===== config.mk =====
export PLATFORM = sky130hd
export DESIGN_NAME = ss_display_arbiter_flat
export DESIGN_NICKNAME = d
export VERILOG_FILES = /design/src/rtl/ss_display_arbiter_pkg.sv /design/src/rtl/ss_display_arbiter_if.sv /design/src/rtl/ss_rr_pick.sv /design/src/rtl/ss_display_arbiter.sv /design/src/flat_wrapper.sv
export SDC_FILE = /design/constraint.sdc
export NUM_CORES = 1
export LEC_CHECK = 0
export ABC_AREA = 1
export CAP_MARGIN = 10
export CORE_UTILIZATION = 28
export CTS_BUF_LIST = sky130_fd_sc_hd__clkbuf_8
export CTS_CLUSTER_SIZE = 14
export DETAILED_ROUTE_END_ITERATION = 12
export PLACE_DENSITY = 0.57
export SLEW_MARGIN = 20
export SYNTH_ARGS = -nofsm -noshare
export SYNTH_HDL_FRONTEND = slang
export SYNTH_SLANG_ARGS = --single-unit

===== constraint.sdc =====
create_clock -name clk -period 5.15 [get_ports clk]
set_input_delay 0.515 -clock clk [delete_from_list [all_inputs] [get_ports clk]]
set_output_delay 0.515 -clock clk [all_outputs]
set_load 0.01 [all_outputs]

===== src/rtl/ss_display_arbiter_pkg.sv =====
// Shared types and constants for the seven-segment display arbiter family.
package ss_pkg;
  typedef enum logic [1:0] {IDLE, PICK, SHOW} state_t;

  localparam logic [15:0] BLANK_HEX     = 16'h0000;
  localparam int          DEFAULT_DWELL = 50000000;
endpackage


===== src/rtl/ss_display_arbiter_if.sv =====
// Requester/display bundle of ss_display_arbiter: requesters use master, the arbiter uses slave.
interface ss_display_arbiter_if #(
  parameter int NUM_REQ = 4,
  parameter int ID_W    = $clog2(NUM_REQ)
);
  logic [NUM_REQ-1:0]    req_wr;
  logic [NUM_REQ-1:0]    req_clr;
  logic [16*NUM_REQ-1:0] req_data;
  logic [15:0]           hex_digits;
  logic                  disp_valid;
  logic [ID_W-1:0]       active_id;
  logic [NUM_REQ-1:0]    slot_full;

  modport master (
    output req_wr, req_clr, req_data,
    input  hex_digits, disp_valid, active_id, slot_full
  );

  modport slave (
    input  req_wr, req_clr, req_data,
    output hex_digits, disp_valid, active_id, slot_full
  );
endinterface


===== src/rtl/ss_rr_pick.sv =====
// Combinational circular first-one finder: first set bit of req at or after start, wrapping.
module ss_rr_pick #(
  parameter int N     = 4,
  parameter int IDX_W = $clog2(N)
) (
  input  logic [N-1:0]     req,
  input  logic [IDX_W-1:0] start,
  output logic [IDX_W-1:0] grant,
  output logic             grant_valid
);
  logic [2*N-1:0] dbl;
  logic [N-1:0]   rot;
  logic [IDX_W:0] sum;

  assign dbl = {req, req};
  assign rot = dbl[start +: N];

  // Scan downward so the lowest rotated offset is the one left standing.
  always_comb begin
    sum         = '0;
    grant_valid = 1'b0;
    for (int k = N - 1; k >= 0; k--) begin
      if (rot[k]) begin
        sum         = (IDX_W+1)'(start) + (IDX_W+1)'(k);
        grant_valid = 1'b1;
      end
    end
    if (sum >= (IDX_W+1)'(N)) grant = IDX_W'(sum - (IDX_W+1)'(N));
    else                      grant = IDX_W'(sum);
  end
endmodule


===== src/rtl/ss_display_arbiter.sv =====
// Round-robin sharing of one four-digit seven-segment display among NUM_REQ requesters.
// Define SS_DISPLAY_ARBITER_PRIO_EN to make slot 0 an urgent slot that preempts and holds the display.
module ss_display_arbiter
  import ss_pkg::*;
#(
  parameter int NUM_REQ = 4,
  parameter int DWELL   = DEFAULT_DWELL,
  parameter int DWELL_W = 26
) (
  input  logic                 clk,
  input  logic                 rst_l,
  ss_display_arbiter_if.slave  bus
);
  localparam int IDX_W = $clog2(NUM_REQ);

  logic [15:0]        slot_data [NUM_REQ];
  logic [NUM_REQ-1:0] full;

  state_t             state_q, state_d;
  logic [DWELL_W-1:0] cnt_q, cnt_d;
  logic [15:0]        hex_q, hex_d;
  logic               valid_q, valid_d;
  logic [IDX_W-1:0]   id_q, id_d;
  logic [IDX_W-1:0]   rr_q, rr_d;

  logic [IDX_W-1:0]   rr_start, rr_grant, pick_id;
  logic               rr_valid, pick_valid;
  logic               urgent, preempt, hold;

  // A write wins over a clear landing on the same slot in the same cycle.
  always_ff @(posedge clk or negedge rst_l) begin
    if (!rst_l) begin
      full <= '0;
      for (int i = 0; i < NUM_REQ; i++) slot_data[i] <= BLANK_HEX;
    end else begin
      for (int i = 0; i < NUM_REQ; i++) begin
        if (bus.req_wr[i]) begin
          full[i]      <= 1'b1;
          slot_data[i] <= bus.req_data[16*i +: 16];
        end else if (bus.req_clr[i]) begin
          full[i] <= 1'b0;
        end
      end
    end
  end

  assign rr_start = (rr_q == IDX_W'(NUM_REQ - 1)) ? '0 : rr_q + IDX_W'(1);

  ss_rr_pick #(.N(NUM_REQ), .IDX_W(IDX_W)) u_rr_pick (
    .req         (full),
    .start       (rr_start),
    .grant       (rr_grant),
    .grant_valid (rr_valid)
  );

`ifdef SS_DISPLAY_ARBITER_PRIO_EN
  assign urgent  = full[0];
  assign preempt = (id_q != '0) && (bus.req_wr[0] || full[0]);
  assign hold    = (id_q == '0);
`else
  assign urgent  = 1'b0;
  assign preempt = 1'b0;
  assign hold    = 1'b0;
`endif

  assign pick_id    = urgent ? '0 : rr_grant;
  assign pick_valid = urgent | rr_valid;

  always_comb begin
    state_d = state_q;
    cnt_d   = cnt_q;
    hex_d   = hex_q;
    valid_d = valid_q;
    id_d    = id_q;
    rr_d    = rr_q;
    case (state_q)
      IDLE: begin
        valid_d = 1'b0;
        if (|full) state_d = PICK;
      end
      PICK: begin
        if (pick_valid) begin
          id_d    = pick_id;
          hex_d   = slot_data[pick_id];
          valid_d = 1'b1;
          cnt_d   = '0;
          state_d = SHOW;
          // An urgent pick leaves the rotation pointer where it was.
          if (!urgent) rr_d = pick_id;
        end else begin
          hex_d   = BLANK_HEX;
          valid_d = 1'b0;
          state_d = IDLE;
        end
      end
      SHOW: begin
        hex_d = slot_data[id_q];
        cnt_d = cnt_q + DWELL_W'(1);
        if (!full[id_q] || preempt)                          state_d = PICK;
        else if (cnt_q == DWELL_W'(DWELL - 1) && !hold)      state_d = PICK;
      end
      default: state_d = IDLE;
    endcase
  end

  always_ff @(posedge clk or negedge rst_l) begin
    if (!rst_l) begin
      state_q <= IDLE;
      cnt_q   <= '0;
      hex_q   <= BLANK_HEX;
      valid_q <= 1'b0;
      id_q    <= '0;
      rr_q    <= '0;
    end else begin
      state_q <= state_d;
      cnt_q   <= cnt_d;
      hex_q   <= hex_d;
      valid_q <= valid_d;
      id_q    <= id_d;
      rr_q    <= rr_d;
    end
  end

  assign bus.hex_digits = hex_q;
  assign bus.disp_valid = valid_q;
  assign bus.active_id  = id_q;
  assign bus.slot_full  = full;
endmodule


===== src/flat_wrapper.sv =====
// flat-port wrapper written by rule: the top's interface ports become plain ports
module ss_display_arbiter_flat import ss_pkg::*;
#(
  parameter int NUM_REQ = 4,
  parameter int DWELL   = DEFAULT_DWELL,
  parameter int DWELL_W = 26
)
  (clk, rst_l, bus_req_wr, bus_req_clr, bus_req_data, bus_hex_digits, bus_disp_valid, bus_active_id, bus_slot_full);
  ss_display_arbiter_if #(.NUM_REQ(NUM_REQ)) bus_i ();
  input  logic clk;
  input  logic rst_l;
  input wire logic [$bits(bus_i.req_wr)-1:0] bus_req_wr;
  input wire logic [$bits(bus_i.req_clr)-1:0] bus_req_clr;
  input wire logic [$bits(bus_i.req_data)-1:0] bus_req_data;
  output wire logic [$bits(bus_i.hex_digits)-1:0] bus_hex_digits;
  output wire logic [$bits(bus_i.disp_valid)-1:0] bus_disp_valid;
  output wire logic [$bits(bus_i.active_id)-1:0] bus_active_id;
  output wire logic [$bits(bus_i.slot_full)-1:0] bus_slot_full;
  assign bus_i.req_wr = bus_req_wr;
  assign bus_i.req_clr = bus_req_clr;
  assign bus_i.req_data = bus_req_data;
  assign bus_hex_digits = bus_i.hex_digits;
  assign bus_disp_valid = bus_i.disp_valid;
  assign bus_active_id = bus_i.active_id;
  assign bus_slot_full = bus_i.slot_full;
  ss_display_arbiter #(.NUM_REQ(NUM_REQ), .DWELL(DWELL), .DWELL_W(DWELL_W)) u_core (.clk(clk), .rst_l(rst_l), .bus(bus_i));
endmodule

==> impl_metrics.ini <==
[critical_path]
worstPathArrival_ps = 4050
crit_chain = buf_4 -> inv_2 -> nand2_4 -> nand2_1 -> nand2_1 -> nand3_1 -> nand2_1 -> nand3_2 -> nand2_2 -> nand2_1 -> nand3_1 -> nand3_1 -> a21oi_1
start_kind = flop
critPathMaxStageDelay_ps = 820
critPathCaptureType = flop
r2r_cells = 13
critical_path_required_ps = 5520
cp-startpoint = u_core.bus.active_id[0]$_DFFE_PN0P_
path_max_fanout = 49
cp-endpoint = u_core.bus.hex_digits[7]$_DFFE_PN0P_
cpMostUsedCell = nand2_1
rr_endpoint = u_core.bus.hex_digits[7]$_DFFE_PN0P_
crit_type = reg -> reg
r2r_slack_ps = 1460
timing.rr.start = u_core.bus.active_id[0]$_DFFE_PN0P_
critPathSlowestCell = nand2_2

[clock_tree]
postCtsHoldBufs = 0
clk_path_buf_depth = 2
cts_tree = done
insertion_delay_ps = 440
htreeDepth = 4
cts.clk_slew.worst_paths_ps = 80
cts_root_buf = clkbuf_8
clock_sinks = 115
cts_buffers = 17
post_cts_resized = 0
cts_setup_buffers = 0

[synth]
synth_edf_count = 0
syn_nets = 988
syn_inst = 908
ys.flop_type = dfrtp_1
avgSynthCellArea_um2 = 7.167
synth_area_um2 = 6507
yosys_warnings = 0
yosysSeqAreaShare = 0.4422
async_flop_share = 1.000
synth_cell_types = 38
ys_ff_latch = 115

[global_routing]
overflow = 0
grt_max_degree = 83
grt_usage = 0.1639
grt_pass1_vias = 5945
antenna_found_initial = 0
grt_pass1_wl_um = 31040

[drt]
dr.pass1.iters = 5
drt_iter0_markers = 569
routedWlPerCell_um = 14.68
num_vias = 6195
vias_per_cell = 4.836
finalWirelength_um = 18810
ant_nets = 0
drc = 0

[placement]
dpl.hpwl_um = 13130
gp_congestion = 0.9029
port-buffer-count = 96
placed_area_um2 = 7655

[die]
dieWidth_um = 154.5
dieArea_um2 = 23850
core-area_um2 = 22710
die_h_um = 154.5
ioPinCount = 97
rows = 55
initial_utilization = 0.2866

[pwr]
switching_power_mw = 2.103
internal_power_mw = 2.316
p_leak_nw = 3.693
power_density_nw_per_um2 = 549.0
seqPwrFrac = 0.268
pwr-share-clk = 0.191
power_frac_comb = 0.541
peakVddDrop_uv = 347.1
switching_share = 0.4759
p_total_mw = 4.420

[status]
outcome = finished clean

[final_layout]
num_antenna_cells = 0
fin_area_um2 = 8050
final_nets = 1063
drive_gt1_frac = 0.06024
final_cell_mix = 319 x nand2_1, 136 x nand3_1, 114 x dfrtp_1, 95 x clkdlybuf4s50_1, 71 x inv_1
fillCellCount = 2433
layout_commonest_cell = nand2_1
area_growth_pct = 23.71

[sta]
finalSetupViolCount = 0
finalSetupTns_ps = 0
final_hold_viol_count = 0
fin_crit_ps = 3690
tightest_slew_ps = 1060
finClkSkew_ps = 11.01
holdWs_ps = 113.6
final_max_slew_viol_count = 0
fmax_mhz = 271.0
period_share = 0.7165
grt_setup_unrepaired = false
timing.slew.headroom = 0.2892

[job]
drv_cap = 0

[hold_path]
holdCritPathClass = in -> async
-- sequential cells by signal, summed over array words and instances, names as in the netlist --
name                   cells
u_core.bus.slot_full       4
u_core.slot_data          64
u_core.cnt_q              26
u_core.bus.hex_digits     16
u_core.state_q             2
u_core.bus.disp_valid      1
u_core.bus.active_id       2
-- worst min path at each step --
stage	startpoint	end	slack, ps	cells past startpoint
6_report	rst_l	u_core.slot_data[57]$_DFFE_PN0P_	110	1
5_1_grt	rst_l	u_core.slot_data[57]$_DFFE_PN0P_	170	1
4_1_cts	rst_l	u_core.slot_data[59]$_DFFE_PN0P_	290	1
3_5_place_dp	u_core.slot_data[3]$_DFFE_PN0P_	u_core.slot_data[3]$_DFFE_PN0P_	490	2
3_3_place_gp	u_core.slot_data[54]$_DFFE_PN0P_	u_core.slot_data[54]$_DFFE_PN0P_	490	2
2_1_floorplan	rst_l	u_core.bus.active_id[0]$_DFFE_PN0P_	220	0
-- cell usage after synthesis (4+ instances only) --
cell type,instances,share of area
buf_2,9,0.0069
clkinv_1,4,0.0023
o21ai_0,53,0.041
a21oi_1,42,0.032
xor2_1,9,0.012
nand4_1,14,0.013
nand3_1,136,0.10
clkbuf_1,27,0.016
nand2_1,319,0.18
buf_4,7,0.0081
nand3_2,4,0.0062
inv_1,71,0.041
ha_1,6,0.012
nor4_1,4,0.0038
nor3_1,16,0.012
nor2_1,35,0.020
o31ai_1,10,0.012
dfrtp_1,115,0.44
-- power groups by stage --
stage | Sequential [mW] | Clock (mW) | Combinational [mW]
5_1_grt | 1.20 | 0.908 | 2.70
3_3_place_gp | 1.20 | 0 | 2.35
2_1_floorplan | 1.19 | 0 | 1.76
6_report | 1.18 | 0.844 | 2.39
3_5_place_dp | 1.20 | 0 | 2.38
4_1_cts | 1.18 | 0.870 | 2.38
-- cell families (layout without fill, tap and decap cells) --
logic type,after synthesis,count (layout),synth area share
flops,115,115,0.4422
fa+ha+maj,6,6,0.01154
simple gates,541,541,0.3603
xor+xnor,10,10,0.01346
compound gates,113,113,0.09537
buf+inv,123,211,0.07710
-- per-layer routing --
| metal | vias to the layer above | routed length, um | GRT usage |
|---|---|---|---|
| li1 | 3117 | - | - |
| met1 | 2869 | 9126 | 0.2293 |
| met2 | 189 | 8569 | 0.2579 |
| met3 | 20 | 874 | 0.03278 |
| met4 | 0 | 240 | 0.04149 |
| met5 | - | 0 | 0 |
-- metrics by stage --
stage / utilization / setup WS (ps) / instances
final: 0.3545 / 1460 / 1281
after floorplan: - / 3138 / 908
after global placement: 0.3371 / 1608 / 1249
after CTS: 0.3542 / 1517 / 1281
after detailed placement: 0.3371 / 1529 / 1249
after global routing: 0.3545 / 1097 / 1281
-- cell type report --
cell class              count  area, um^2  area share
multi-input cells         670        3131      0.3889
flip-flops and latches    115        2879      0.3576
clock inverters            15       155.1     0.01927
inverters                  78       295.3     0.03668
well taps                 285       356.6     0.04430
repair buffers            101       999.7      0.1242
clock buffers              17       234.0     0.02906
-- critical path, delay by kind of cell, from the launching register on --
| family | cells | cell delay, ps |
|---|---|---|
| AND/OR/NAND/NOR | 10 | 2230 |
| buffers and inverters | 2 | 740 |
| flip-flops | 1 | 480 |
| AO/OA/AOI/OAI | 1 | 140 |
(Power assumes the default switching activity.)
